### src/rtl/csr_if.sv
// CSR access, trap/return and redirect signals between the execute stage
// and the machine-mode CSR unit.
interface csr_if #(
  parameter int XLEN = 32
);
  logic [1:0]      csr_op;
  logic [11:0]     csr_addr;
  logic [XLEN-1:0] csr_wdata;
  logic [XLEN-1:0] csr_rdata;
  logic            csr_illegal;
  logic            instret_inc;
  logic            trap_valid;
  logic [XLEN-1:0] trap_cause;
  logic [XLEN-1:0] trap_pc;
  logic            mret_valid;
  logic            redirect_valid;
  logic [XLEN-1:0] redirect_pc;

  // Core (execute stage) side
  modport master (
    output csr_op, csr_addr, csr_wdata, instret_inc,
           trap_valid, trap_cause, trap_pc, mret_valid,
    input  csr_rdata, csr_illegal, redirect_valid, redirect_pc
  );

  // CSR unit side
  modport slave (
    input  csr_op, csr_addr, csr_wdata, instret_inc,
           trap_valid, trap_cause, trap_pc, mret_valid,
    output csr_rdata, csr_illegal, redirect_valid, redirect_pc
  );
endinterface

### src/rtl/csr_file.sv
// Machine-mode CSR unit: Zicsr RW/RS/RC accesses, trap entry and mret with
// MIE/MPIE stacking, 64-bit mcycle/minstret counters, fetch redirect target.
// Reads, the illegal flag and the redirect are combinational views of the
// state before the current edge; all updates land on the edge.
module csr_file #(
  parameter int          XLEN      = 32,
  parameter logic [31:0] VENDOR_ID = 32'h79737978,
  parameter logic [31:0] ARCH_ID   = 32'd25040129
) (
  input logic   clk,
  input logic   rst,
  csr_if.slave  bus
);

  localparam bit IS32 = (XLEN == 32);

  localparam logic [1:0] OP_NONE = 2'b00;
  localparam logic [1:0] OP_RW   = 2'b01;
  localparam logic [1:0] OP_RS   = 2'b10;
  localparam logic [1:0] OP_RC   = 2'b11;

  localparam logic [11:0] A_MSTATUS   = 12'h300;
  localparam logic [11:0] A_MTVEC     = 12'h305;
  localparam logic [11:0] A_MSCRATCH  = 12'h340;
  localparam logic [11:0] A_MEPC      = 12'h341;
  localparam logic [11:0] A_MCAUSE    = 12'h342;
  localparam logic [11:0] A_MCYCLE    = 12'hB00;
  localparam logic [11:0] A_MINSTRET  = 12'hB02;
  localparam logic [11:0] A_MCYCLEH   = 12'hB80;
  localparam logic [11:0] A_MINSTRETH = 12'hB82;
  localparam logic [11:0] A_MVENDORID = 12'hF11;
  localparam logic [11:0] A_MARCHID   = 12'hF12;

  // Clears the two low bits of PC-like registers (direct-mode mtvec, mepc).
  localparam logic [XLEN-1:0] ALIGN_MASK = ~{{(XLEN-2){1'b0}}, 2'b11};

  // mstatus as software sees it: MPP fixed at machine mode.
  function automatic logic [XLEN-1:0] mstatus_view(input logic mie, input logic mpie);
    logic [XLEN-1:0] v;
    v        = {XLEN{1'b0}};
    v[12:11] = 2'b11;
    v[7]     = mpie;
    v[3]     = mie;
    return v;
  endfunction

  // Applies per-register write legalisation after the RW/RS/RC operation.
  function automatic logic [XLEN-1:0] legalise(input logic [11:0] addr, input logic [XLEN-1:0] val);
    logic [XLEN-1:0] r;
    case (addr)
      A_MTVEC: r = val & ALIGN_MASK;
      A_MEPC:  r = val & ALIGN_MASK;
      default: r = val;
    endcase
    return r;
  endfunction

  // Architectural state
  logic            mie_r;
  logic            mpie_r;
  logic [XLEN-1:0] mtvec_r;
  logic [XLEN-1:0] mscratch_r;
  logic [XLEN-1:0] mepc_r;
  logic [XLEN-1:0] mcause_r;
  logic [63:0]     mcycle_r;
  logic [63:0]     minstret_r;

  // Access decode
  logic [XLEN-1:0] old_s;
  logic            impl_s;
  logic            ro_s;
  logic            wr_attempt_s;
  logic            illegal_s;
  logic            wr_en_s;
  logic [XLEN-1:0] wr_val_s;
  logic [XLEN-1:0] lv_s;
  logic [63:0]     wval64_s;
  logic [63:0]     mcycle_nx_s;
  logic [63:0]     minstret_nx_s;

  // Address decode: current value, whether implemented, whether read-only.
  always_comb begin
    old_s  = {XLEN{1'b0}};
    impl_s = 1'b1;
    ro_s   = 1'b0;
    case (bus.csr_addr)
      A_MSTATUS:  old_s = mstatus_view(mie_r, mpie_r);
      A_MTVEC:    old_s = mtvec_r;
      A_MSCRATCH: old_s = mscratch_r;
      A_MEPC:     old_s = mepc_r;
      A_MCAUSE:   old_s = mcause_r;
      A_MCYCLE:   old_s = XLEN'(mcycle_r);
      A_MINSTRET: old_s = XLEN'(minstret_r);
      A_MCYCLEH: begin
        if (IS32) begin
          old_s = XLEN'(mcycle_r[63:32]);
        end else begin
          impl_s = 1'b0;
        end
      end
      A_MINSTRETH: begin
        if (IS32) begin
          old_s = XLEN'(minstret_r[63:32]);
        end else begin
          impl_s = 1'b0;
        end
      end
      A_MVENDORID: begin
        old_s = XLEN'(VENDOR_ID);
        ro_s  = 1'b1;
      end
      A_MARCHID: begin
        old_s = XLEN'(ARCH_ID);
        ro_s  = 1'b1;
      end
      default: impl_s = 1'b0;
    endcase
  end

  // RS/RC with a zero operand are read-only accesses; RW always writes.
  assign wr_attempt_s = (bus.csr_op == OP_RW) ||
                        ((bus.csr_op != OP_NONE) && (bus.csr_wdata != {XLEN{1'b0}}));
  assign illegal_s    = (bus.csr_op != OP_NONE) && (!impl_s || (ro_s && wr_attempt_s));
  // Trap and mret take priority: a coinciding CSR write is discarded whole.
  assign wr_en_s      = wr_attempt_s && !illegal_s && !bus.trap_valid && !bus.mret_valid;

  // Zicsr operation on the pre-edge value.
  always_comb begin
    case (bus.csr_op)
      OP_RW:   wr_val_s = bus.csr_wdata;
      OP_RS:   wr_val_s = old_s | bus.csr_wdata;
      OP_RC:   wr_val_s = old_s & ~bus.csr_wdata;
      default: wr_val_s = old_s;
    endcase
  end

  assign lv_s     = legalise(bus.csr_addr, wr_val_s);
  assign wval64_s = 64'(wr_val_s);

  // Next mcycle: a write to either half replaces it and skips this cycle's increment.
  always_comb begin
    if (wr_en_s && (bus.csr_addr == A_MCYCLE)) begin
      mcycle_nx_s = IS32 ? {mcycle_r[63:32], wval64_s[31:0]} : wval64_s;
    end else if (wr_en_s && (bus.csr_addr == A_MCYCLEH)) begin
      mcycle_nx_s = {wval64_s[31:0], mcycle_r[31:0]};
    end else begin
      mcycle_nx_s = mcycle_r + 64'd1;
    end
  end

  // Next minstret: same write rule, increments only on a retirement.
  always_comb begin
    if (wr_en_s && (bus.csr_addr == A_MINSTRET)) begin
      minstret_nx_s = IS32 ? {minstret_r[63:32], wval64_s[31:0]} : wval64_s;
    end else if (wr_en_s && (bus.csr_addr == A_MINSTRETH)) begin
      minstret_nx_s = {wval64_s[31:0], minstret_r[31:0]};
    end else if (bus.instret_inc) begin
      minstret_nx_s = minstret_r + 64'd1;
    end else begin
      minstret_nx_s = minstret_r;
    end
  end

  // State update: counters every edge, then trap > mret > CSR write.
  always_ff @(posedge clk or posedge rst) begin
    if (rst) begin
      mie_r      <= 1'b0;
      mpie_r     <= 1'b0;
      mtvec_r    <= {XLEN{1'b0}};
      mscratch_r <= {XLEN{1'b0}};
      mepc_r     <= {XLEN{1'b0}};
      mcause_r   <= {XLEN{1'b0}};
      mcycle_r   <= 64'd0;
      minstret_r <= 64'd0;
    end else begin
      mcycle_r   <= mcycle_nx_s;
      minstret_r <= minstret_nx_s;
      if (bus.trap_valid) begin
        mepc_r   <= bus.trap_pc & ALIGN_MASK;
        mcause_r <= bus.trap_cause;
        mpie_r   <= mie_r;
        mie_r    <= 1'b0;
      end else if (bus.mret_valid) begin
        mie_r  <= mpie_r;
        mpie_r <= 1'b1;
      end else if (wr_en_s) begin
        case (bus.csr_addr)
          A_MSTATUS: begin
            mie_r  <= lv_s[3];
            mpie_r <= lv_s[7];
          end
          A_MTVEC:    mtvec_r    <= lv_s;
          A_MSCRATCH: mscratch_r <= lv_s;
          A_MEPC:     mepc_r     <= lv_s;
          A_MCAUSE:   mcause_r   <= lv_s;
          default: ;
        endcase
      end else begin
        mie_r <= mie_r;
      end
    end
  end

  assign bus.csr_rdata      = old_s;
  assign bus.csr_illegal    = illegal_s;
  assign bus.redirect_valid = bus.trap_valid | bus.mret_valid;
  assign bus.redirect_pc    = bus.trap_valid ? mtvec_r : mepc_r;

endmodule

### src/flat_wrapper.sv
// flat-port wrapper written by rule: the top's interface ports become plain ports
module csr_file_flat 
#(
  parameter int          XLEN      = 32,
  parameter logic [31:0] VENDOR_ID = 32'h79737978,
  parameter logic [31:0] ARCH_ID   = 32'd25040129
)
  (clk, rst, bus_csr_op, bus_csr_addr, bus_csr_wdata, bus_instret_inc, bus_trap_valid, bus_trap_cause, bus_trap_pc, bus_mret_valid, bus_csr_rdata, bus_csr_illegal, bus_redirect_valid, bus_redirect_pc);
  csr_if #(.XLEN(XLEN)) bus_i ();
  input logic clk;
  input logic rst;
  input wire logic [$bits(bus_i.csr_op)-1:0] bus_csr_op;
  input wire logic [$bits(bus_i.csr_addr)-1:0] bus_csr_addr;
  input wire logic [$bits(bus_i.csr_wdata)-1:0] bus_csr_wdata;
  input wire logic [$bits(bus_i.instret_inc)-1:0] bus_instret_inc;
  input wire logic [$bits(bus_i.trap_valid)-1:0] bus_trap_valid;
  input wire logic [$bits(bus_i.trap_cause)-1:0] bus_trap_cause;
  input wire logic [$bits(bus_i.trap_pc)-1:0] bus_trap_pc;
  input wire logic [$bits(bus_i.mret_valid)-1:0] bus_mret_valid;
  output wire logic [$bits(bus_i.csr_rdata)-1:0] bus_csr_rdata;
  output wire logic [$bits(bus_i.csr_illegal)-1:0] bus_csr_illegal;
  output wire logic [$bits(bus_i.redirect_valid)-1:0] bus_redirect_valid;
  output wire logic [$bits(bus_i.redirect_pc)-1:0] bus_redirect_pc;
  assign bus_i.csr_op = bus_csr_op;
  assign bus_i.csr_addr = bus_csr_addr;
  assign bus_i.csr_wdata = bus_csr_wdata;
  assign bus_i.instret_inc = bus_instret_inc;
  assign bus_i.trap_valid = bus_trap_valid;
  assign bus_i.trap_cause = bus_trap_cause;
  assign bus_i.trap_pc = bus_trap_pc;
  assign bus_i.mret_valid = bus_mret_valid;
  assign bus_csr_rdata = bus_i.csr_rdata;
  assign bus_csr_illegal = bus_i.csr_illegal;
  assign bus_redirect_valid = bus_i.redirect_valid;
  assign bus_redirect_pc = bus_i.redirect_pc;
  csr_file #(.XLEN(XLEN), .VENDOR_ID(VENDOR_ID), .ARCH_ID(ARCH_ID)) u_core (.clk(clk), .rst(rst), .bus(bus_i));
endmodule
### config.mk
export PLATFORM = sky130hd
export DESIGN_NAME = csr_file_flat
export DESIGN_NICKNAME = d
export VERILOG_FILES = /design/src/rtl/csr_if.sv /design/src/rtl/csr_file.sv /design/src/flat_wrapper.sv
export SDC_FILE = /design/constraint.sdc
export NUM_CORES = 1
export LEC_CHECK = 0
export BUFFER_PORTS_ARGS = -buffer_cell sky130_fd_sc_hd__buf_2
export CORE_AREA = 8 8 237 194
export CTS_CLUSTER_DIAMETER = 80
export DETAILED_ROUTE_END_ITERATION = 7
export DIE_AREA = 0 0 245 202
export GPL_TIMING_DRIVEN = 0
export PLACE_DENSITY = 0.58
export SLEW_MARGIN = 20
export SYNTH_ARGS = -nofsm -noshare
export SYNTH_HDL_FRONTEND = slang
export SYNTH_SLANG_ARGS = --single-unit
export TNS_END_PERCENT = 50
### constraint.sdc
create_clock -name clk -period 9.78 [get_ports clk]
set_clock_uncertainty 0.05 [all_clocks]
set_input_delay 0 -clock clk [delete_from_list [all_inputs] [get_ports clk]]
set_output_delay 0 -clock clk [all_outputs]
set_load 0.05 [all_outputs]
# --- Yosys cells after proc, flatten, opt, wreduce, memory -nomap -nowiden ---
# Index checks and enable logic that the tools add are counted.
classes:
  n_addsub: 2
  eq_ne: 17
  n_mux: 27
  bitwise_logic: 7
  reduce_logical: 35
op_table:
  columns: ["operator", "n"]
  rows:
  - ["2-to-1 mux 32 bit", 11]
  - ["case mux 32 bit (11 select lines)", 1]
  - ["2-to-1 mux 64 bit", 3]
  - ["adder 64 x 1 -> 64 bit, second input constant", 2]
  - ["case mux 32 bit (3 select lines)", 1]
  - ["== test 12 bit, second input constant", 6]
  - ["== test 12 x 10 -> 1 bit, second input constant", 5]
  - ["bitwise AND 32 bit", 1]
  - ["NOT 32 bit", 1]
  - ["OR 32 bit", 1]
  - ["nonzero test 32 bit", 1]
  - ["nonzero test 2 bit", 6]
  - ["OR reduction 11 bit", 1]
  - ["logical AND 1 bit", 10]
  - ["2-to-1 mux 1 bit", 10]
  - ["AND reduction 4 bit", 2]
  - ["AND reduction 2 bit", 3]
  - ["AND reduction 3 bit", 2]
  - ["nonzero test 3 bit", 2]
  - ["== test 2 bit, second input constant", 2]
  - ["logical NOT 1 bit", 4]
  - ["!= test 2 x 1 -> 1 bit, second input constant", 2]
  - ["OR reduction 2 bit", 2]
  - ["NOT 1 bit", 3]
  - ["5 further kinds", 6]
totals:
  register_bits: 258
  in_bits: 115
  output_inout_bits: 66

# --- Longest topological paths before layout ---
# Gate-level depths: netlist (run 1).
depth:
  ltp_word: 13
  mapped_depth: 12
  depth_no_buf: 8

# --- Least setup slack after synthesis (run 1) ---
# OpenSTA, ideal clock, no wires.
synth_path:
  path_type: "input -> register"
  start: "in bus_csr_addr[3]"
  end: "reg u_core.minstret_r[22]"
  setup_ns: 0.126
  arrival_time_ns: 2.545
  required_time_ns: 9.604
  path_slack_ns: 7.059
  cell_stages: 10
  path_cell_list: "buf_2 -> nor4_1 -> buf_2 -> nand3_1 -> clkbuf_1 -> a2bb2oi_1 -> o2111ai_1 -> o21ai_0 -> o21ai_2 -> a221o_1"
synth_between:
  elab_cells_between_ends: 33
  classes_between: "eq/ne (12); mux (5); bitwise (2); reduce/logical (14)"
synth_rtl:
  columns: ["element", "line_no", "source"]
  rows:
  - ["start: declaration", "flat_wrapper.sv:13", "input wire logic [$bits(bus_i.csr_addr)-1:0] bus_csr_addr;"]
  - ["== test 12 bit / == test 12 x 10 -> 1 bit (equally long branches)", "csr_file.sv:86", "case (bus.csr_addr)"]
  - ["case mux 32 bit (11 select lines) *", "csr_file.sv:86", null]
  - ["net bus_csr_rdata[22]", "flat_wrapper.sv:20", "output wire logic [$bits(bus_i.csr_rdata)-1:0] bus_csr_rdata;"]
  - ["bitwise AND 32 bit / OR 32 bit (equally long branches)", "csr_file.sv:132, csr_file.sv:131", null]
  - ["case mux 32 bit (3 select lines) *", "csr_file.sv:129", "case (bus.csr_op)"]
  - ["2-to-1 mux 32 bit *", "csr_file.sv:153", "if (wr_en_s && (bus.csr_addr == A_MINSTRET)) begin"]
  - ["end signal: assignment", "csr_file.sv:177", "minstret_r <= minstret_nx_s;"]
  - ["end: declaration", "csr_file.sv:66", "logic [63:0] minstret_r;"]
# The timed path passes the listed nets; every way through them passes the cells marked *.
# A chain may end at the register's enable or synchronous reset.

# --- Worst setup path after layout (run 1) ---
layout_path:
  start: "in bus_csr_wdata[25]"
  end: "reg u_core.mcause_r[1]"
layout_between:
  elab_chain_cells: 12
layout_rtl:
  columns: ["element", "line_no", "source"]
  rows:
  - ["start: declaration", "flat_wrapper.sv:14", "input wire logic [$bits(bus_i.csr_wdata)-1:0] bus_csr_wdata;"]
  - ["nonzero test 32 bit *", "csr_file.sv:122", "((bus.csr_op != OP_NONE) && (bus.csr_wdata != {XLEN{1'b0}}));"]
  - ["logical AND 1 bit *", "csr_file.sv:122", null]
  - ["logical OR 1 bit *", "csr_file.sv:121", "assign wr_attempt_s = (bus.csr_op == OP_RW) ||"]
  - ["logical AND 1 bit", "csr_file.sv:123", "assign illegal_s = (bus.csr_op != OP_NONE) && (!impl_s || (ro_s && wr_attempt_s));"]
  - ["logical OR 1 bit", "csr_file.sv:123", null]
  - ["logical AND 1 bit", "csr_file.sv:123", null]
  - ["logical NOT 1 bit", "csr_file.sv:125", "assign wr_en_s = wr_attempt_s && !illegal_s && !bus.trap_valid && !bus.mret_valid;"]
  - ["logical AND 1 bit * (3 in a row)", "csr_file.sv:125", null]
  - ["nonzero test 2 bit (no line) *", null, null]
  - ["AND reduction 3 bit (no line) *", null, null]
  - ["end signal: assignment", "csr_file.sv:172", "mcause_r <= {XLEN{1'b0}};"]
  - ["end signal: assignment", "csr_file.sv:180", "mcause_r <= bus.trap_cause;"]
  - ["end signal: assignment", "csr_file.sv:195", "A_MCAUSE: mcause_r <= lv_s;"]
  - ["end: declaration", "csr_file.sv:64", "logic [XLEN-1:0] mcause_r;"]
# Every way passes the cells marked *; elsewhere a longest branch is shown, timed or not.

==> results of run 1 <==
kinds of logic (layout without fill, tap and decap cells):
kind of cell	count (synthesis)	after routing	synth area share (%)
buffers and inverters	209	534	5.106
multiplexers	131	131	7.732
adder cells (fa/ha/maj)	2	2	0.1401
AO/OA/AOI/OAI	627	627	25.19
XOR/XNOR	31	31	1.520
other	0	7	0
flip-flops	258	258	36.14
AND/OR/NAND/NOR	818	818	24.18
power by group through the flow:
stage | Combinational (mW) | Clock, mW | Sequential (mW)
after floorplan | 0.226 | 0 | 1.15
after global placement | 0.398 | 0 | 1.18
after detailed placement | 0.416 | 0 | 1.18
after CTS | 0.446 | 1.31 | 1.16
after global routing | 0.481 | 1.35 | 1.17
final | 0.468 | 1.31 | 1.17
per-stage QoR:
step	utilization (%)	cells	power (mW)	worst slack, ps	area [sq um]
floorplan	-	2076	1.377	2632	17860
global placement	45.93	2807	1.578	-966.9	19420
detailed placement	46.53	2817	1.595	5465	19680
CTS	51.27	2961	2.911	5450	21680
global route	51.34	2964	2.993	5187	21710
finish	51.37	2968	2.944	5078	21720
worst min-delay path by stage:
| stage | end | slack (ps) | cells after the start |
|---|---|---|---|
| 2_1_floorplan | u_core.mepc_r[10] | 70 | 2 |
| 3_3_place_gp | u_core.mepc_r[27] | 160 | 2 |
| 3_5_place_dp | u_core.mcause_r[7] | 50 | 2 |
| 4_1_cts | u_core.mscratch_r[8] | 4 | 4 |
| 5_1_grt | u_core.mscratch_r[8] | 20 | 4 |
| 6_report | u_core.mscratch_r[8] | 60 | 4 |
layer usage:
metal	GRT usage [%]	routed length, microns	share of wire (%)	up-vias
met3	16.02	15590	14	375
li1	-	-	-	8539
met2	55.28	41260	38	1766
met5	0	140	0.13	-
met1	57.65	43360	40	10370
met4	23.92	7193	6.7	12
final cells by class:
type,count,area [sq um]
sequential,258,6456
tap,560,700.7
fill,4037,20560
inverter,48,187.7
buffer,161,734.5
clock buffer,41,903.4
clock inverter,15,219.0
multi-input combinational,1609,10620
timing repair buffer,269,1878
antenna,7,17.52
cell usage in the layout (no fill, tap or decap), types with 19 or more instances in the layout:
cell type,count
a22oi_1,40
clkbuf_16,31
clkbuf_1,92
nor3_1,52
and2_1,20
nor2_1,123
a31oi_1,31
mux2i_1,75
a21oi_1,67
nand2_1,249
mux2_2,56
a21o_1,19
or3_1,21
and3_1,32
nand4_1,81
nor4_1,35
o211ai_1,21
o21ai_1,34
inv_1,47
dlygate4sd3_1,88
buf_2,213
o21ai_0,150
nand3_1,84
dfrtp_1,258
worst max-delay path: cells and delay by family:
family                 cells  cell delay (ps)
AO/OA/AOI/OAI              4             1030
buffers and inverters      4             1910
AND/OR/NAND/NOR            3             2240
state kept, by name, indices dropped and copies added (netlist names):
signal / count
u_core.mie_r: 1
u_core.mcause_r: 32
u_core.mepc_r: 32
u_core.mcycle_r: 64
u_core.minstret_r: 64
u_core.mtvec_r: 32
u_core.mscratch_r: 32
u_core.mpie_r: 1
==> results.sh, run 1 <==
export IMPL_synth_edf_count=0
export IMPL_clk_latency_ps=620
export IMPL_maxCapViolCount=0
export IMPL_finalSetupViolCount=0
export IMPL_status="complete, but fails checks"
export IMPL_drtPass1Iterations=8
export IMPL_clockBufferDepth=3
export IMPL_hold_buffers=88
export IMPL_ant_nets=0
export IMPL_ys_types=99
export IMPL_relSlewSlack_pct=19.09
export IMPL_avgSynthCellArea_sq_um=8.605
export IMPL_p_leak_nw=9.214
export IMPL_r2r_cells=8
export IMPL_worstReg2RegStart="u_core.mcycle_r[0]"
export IMPL_placementRows=68
export IMPL_switching_share_pct=30.96
export IMPL_hold_slack_ps=61.69
export IMPL_clkSlewWorstSetupHoldPaths_ps=60
export IMPL_startpoint_type="input port"
export IMPL_finalCriticalPeriod_ps=4702
export IMPL_cp_cell_sequence="dlygate4sd3_1 -> buf_2 -> nor4_1 -> nand4_1 -> nor3_2 -> a211oi_4 -> a31oi_2 -> clkbuf_1 -> a22oi_1 -> o21ai_1 -> dlygate4sd3_1"
export IMPL_syn_inst=2076
export IMPL_worst_r2r_setup_slack_ps=6090
export IMPL_tightestPinTransition_ps=1214
export IMPL_required_ps=10280
export IMPL_endpoint_kind="register"
export IMPL_remaining_drc_errors=1
export IMPL_fin_setup_tns_ps=0
export IMPL_violations="DRC"
export IMPL_design_core_area_sq_um=42290
export IMPL_numPortBuffers=171
export IMPL_cpPeakStageDelay_ps=1000
export IMPL_cts_resized_gates=0
export IMPL_cp_startpoint="bus_csr_wdata[25]"
export IMPL_synth_largest_area_cell="dfrtp_1"
export IMPL_syn_area_sq_um=17860
export IMPL_clockPowerShare_pct=44.5
export IMPL_post_dp_hpwl_microns=82070
export IMPL_grt_max_degree=97
export IMPL_critPathMaxFanout=10
export IMPL_power_density_nw_per_um2=135.5
export IMPL_grt_pass1_wl_microns=151000
export IMPL_power_switching_mw=0.9115
export IMPL_crit_type="in -> reg"
export IMPL_cts_setup_buffers=0
export IMPL_final_period_utilization_pct=48.08
export IMPL_grt_pass1_vias=19930
export IMPL_hp_start="bus_csr_wdata[8]"
export IMPL_synth_seq_area_share_pct=36.14
export IMPL_max_freq_mhz=212.7
export IMPL_num_io_pins=181
export IMPL_die_x_microns=245
export IMPL_synth_ff_type="dfrtp_1"
export IMPL_synthTopCellsByCount="dfrtp_1 (258), nand2_1 (249), o21ai_0 (151), nor2_1 (124), clkbuf_1 (92)"
export IMPL_crit_top_cell="dlygate4sd3_1"
export IMPL_seq_power_share_pct=39.6
export IMPL_worstPathArrival_ps=5200
export IMPL_synth_area_top_cells="dfrtp_1 (36%), nand2_1 (5.2%), o21ai_0 (4.2%)"
export IMPL_gp_routability_congestion=1.074
export IMPL_cts_root_buf="clkbuf_16"
export IMPL_yosysMostFrequentCell="dfrtp_1"
export IMPL_ys_ff_latch=258
export IMPL_synth_nets=2193
export IMPL_pwr_share_comb_pct=15.9
export IMPL_synth_top_cell_area_share_pct=36.14
export IMPL_rsz0062_at_grt="no"
export IMPL_nNetsFinal=2495
export IMPL_track_usage_pct=42.01
export IMPL_cts_max_level=1
export IMPL_slowest_stage="nor4_1"
export IMPL_area_growth_synth_to_final_pct=21.59
export IMPL_vias_per_cell=7.097
export IMPL_initial_core_util_pct=42.25
export IMPL_ys_warn_count=0
export IMPL_vias=21060
export IMPL_slew_viol_final=0
export IMPL_die_area_sq_um=49490
export IMPL_cts_tree="yes"
export IMPL_async_reset_ff_share_pct=100.0
export IMPL_antenna_found_initial=7
export IMPL_intPower_mw=2.033
export IMPL_peakVddDrop_v=0.0001398
export IMPL_die_h_microns=202
export IMPL_routed_wirelength_microns=107500
export IMPL_cts_buffers=31
export IMPL_hold_viol_final=0
export IMPL_hp_class="in -> reg"
export IMPL_drive_above_1_share_pct=17.37
export IMPL_crit_end="u_core.mcause_r[1]"
export IMPL_grt_overflow_total=0
export IMPL_drt_initial_drc_count=3625
export IMPL_reg2reg_to="u_core.mcycle_r[60]"
export IMPL_numClockSinks=258
export IMPL_wl_per_cell_microns=36.23
(Power assumes the default switching activity.)
==> run 2: changes to the inputs <==
==> constraint.sdc (replaced) <==
create_clock -name clk -period 4.37 [get_ports clk]
set_clock_uncertainty 0.05 [all_clocks]
set_input_delay 0 -clock clk [delete_from_list [all_inputs] [get_ports clk]]
set_output_delay 0 -clock clk [all_outputs]
set_load 0.05 [all_outputs]
==> run 2 against run 1 <==
The run now ends clean; register-to-register slack got worse by 5400 ps; worst setup slack got worse by 5100 ps; utilization rose by 0.20 points; combinational power rose by 130%; hold slack got worse by 32 ps; sequential power rose by 120%; via count rose by 0.32%; design area rose by 0.39%; critical path type unchanged; critical endpoint is now u_core.mepc_r[16].
==> results.sh, run 2 (synthesis results as in run 1) <==
export IMPL_status="completed"
export IMPL_dp_cells=2826
export IMPL_remaining_drc_errors=0
export IMPL_worstPathArrival_ps=4850
export IMPL_cts_buffers=30
export IMPL_reg_largest_list="u_core.mcycle_r (64), u_core.minstret_r (64)"
export IMPL_maxCapViolCount=0
export IMPL_hp_class="in -> reg"
export IMPL_die_area_sq_um=49490
export IMPL_slew_viol_final=0
export IMPL_vias=21130
export IMPL_vias_per_cell=7.113
export IMPL_clockBufferDepth=3
export IMPL_area_growth_synth_to_final_pct=22.06
export IMPL_required_ps=4850
export IMPL_num_io_pins=181
export IMPL_drive_above_1_share_pct=17.52
export IMPL_hold_slack_ps=29.46
export IMPL_finalCriticalPeriod_ps=4368
export IMPL_finalSetupViolCount=0
export IMPL_cts_tree="yes"
export IMPL_cts_root_buf="clkbuf_16"
export IMPL_wl_per_cell_microns=36.01
export IMPL_drt_initial_drc_count=3571
export IMPL_hold_viol_final=0
export IMPL_gp_routability_congestion=1.103
export IMPL_wl_met1_microns=42320
export IMPL_design_core_area_sq_um=42290
export IMPL_place_ws_ps=134.4
export IMPL_clk_latency_ps=600
export IMPL_cp_cell_sequence="buf_2 -> nor4_1 -> clkbuf_1 -> nand3_1 -> o2111ai_1 -> a2111oi_0 -> a211oi_4 -> nand2_1 -> nand2_1 -> dlygate4sd3_1"
export IMPL_grt_overflow_total=0
export IMPL_nNetsFinal=2501
export IMPL_fin_setup_tns_ps=0
export IMPL_rsz0062_at_grt="no"
export IMPL_cts_setup_buffers=0
export IMPL_crit_type="in -> reg"
export IMPL_placed_cell_area_sq_um=19840
export IMPL_die_h_microns=202
export IMPL_peakVddDrop_v=0.0003111
export IMPL_cpPeakStageDelay_ps=950
export IMPL_tightestPinTransition_ps=1273
export IMPL_numClockSinks=258
export IMPL_routed_wirelength_microns=107000
export IMPL_grt_max_degree=33
export IMPL_cts_max_level=1
export IMPL_met2_length_microns=41590
export IMPL_fill_cells=3980
export IMPL_grt_pass1_wl_microns=149800
export IMPL_initial_core_util_pct=42.25
export IMPL_crit_top_cell="nand2_1"
export IMPL_max_freq_mhz=228.9
export IMPL_die_x_microns=245
export IMPL_startpoint_type="input port"
export IMPL_drtPass1Iterations=6
export IMPL_final_common_cell="dfrtp_1"
export IMPL_antenna_found_initial=6
export IMPL_grt_pass1_vias=19630
export IMPL_clkSlewWorstSetupHoldPaths_ps=70
export IMPL_final_period_utilization_pct=99.96
export IMPL_wl_met3_microns=16060
export IMPL_slowest_stage="a211oi_4"
export IMPL_endpoint_kind="register"
export IMPL_p_leak_nw=9.271
export IMPL_final_cells=2971
export IMPL_worst_slack_ps=1.880
export IMPL_fin_area_sq_um=21810
export IMPL_top_layer="met5"
export IMPL_ant_nets=0
export IMPL_relSlewSlack_pct=14.21
export IMPL_utilization_pct=51.57
export IMPL_finalPower_mw=6.501
export IMPL_numPortBuffers=171
export IMPL_post_dp_hpwl_microns=82430
export IMPL_placementRows=68
export IMPL_track_usage_pct=41.66
export IMPL_power_density_nw_per_um2=298.1
export IMPL_most_common_layout_cells="dfrtp_1 (258), nand2_1 (249), buf_2 (213)"
export IMPL_critPathMaxFanout=10
run 2: report_power, final:
| part | switching (mW) | internal (mW) | total (mW) |
|---|---|---|---|
| clock network | 1.19 | 1.65 | 2.84 |
| registers | 0.126 | 2.48 | 2.60 |
| logic | 0.716 | 0.345 | 1.06 |
| total | 2.03 | 4.47 | 6.50 |
run 2: cell type report:
class / instances / area, sq um / area share [%]
diodes: 3 / 7.507 / 0.03443
clock inverters: 19 / 242.7 / 1.113
clock buffers: 37 / 828.3 / 3.798
multi-input cells: 1609 / 10620 / 48.72
inverters: 48 / 183.9 / 0.8435
repair buffers: 276 / 2031 / 9.313
well taps: 560 / 700.7 / 3.213
flip-flops and latches: 258 / 6456 / 29.61
plain buffers: 161 / 732.0 / 3.357
run 2: routing by layer:
metal | vias to the layer above | GRT usage, %
met5 | - | 2.330
met4 | 10 | 20.56
met3 | 348 | 15.05
met2 | 1832 | 56.11
met1 | 10390 | 57.65
li1 | 8556 | -
run 2: worst paths after layout:
kind | start | end | slack, ps | cells after the start
min reg2reg | u_core.mscratch_r[19] | u_core.mscratch_r[19] | 430 | 2
min in group asynchronous | rst | u_core.mcause_r[19] | 540 | 4
max | bus_csr_addr[4] | u_core.mepc_r[16] | 2 | 10
max reg2reg | u_core.mcycle_r[7] | u_core.mcycle_r[45] | 710 | 8
max in group asynchronous | rst | u_core.mcycle_r[48] | 2370 | 9
min | bus_csr_wdata[26] | u_core.mscratch_r[26] | 30 | 4
run 2: critical path, delay by kind of cell:
kind            cells  cell delay, ps
simple gates        4            1520
compound gates      3            1940
buf+inv             3            1380
run 2: what timing repair did:
action                                  in CTS  in global routing
endpoints found under the setup margin       0                  2
hold endpoints to repair                   211                  2
gates resized for setup                      0                  1
hold buffers                                84                  1
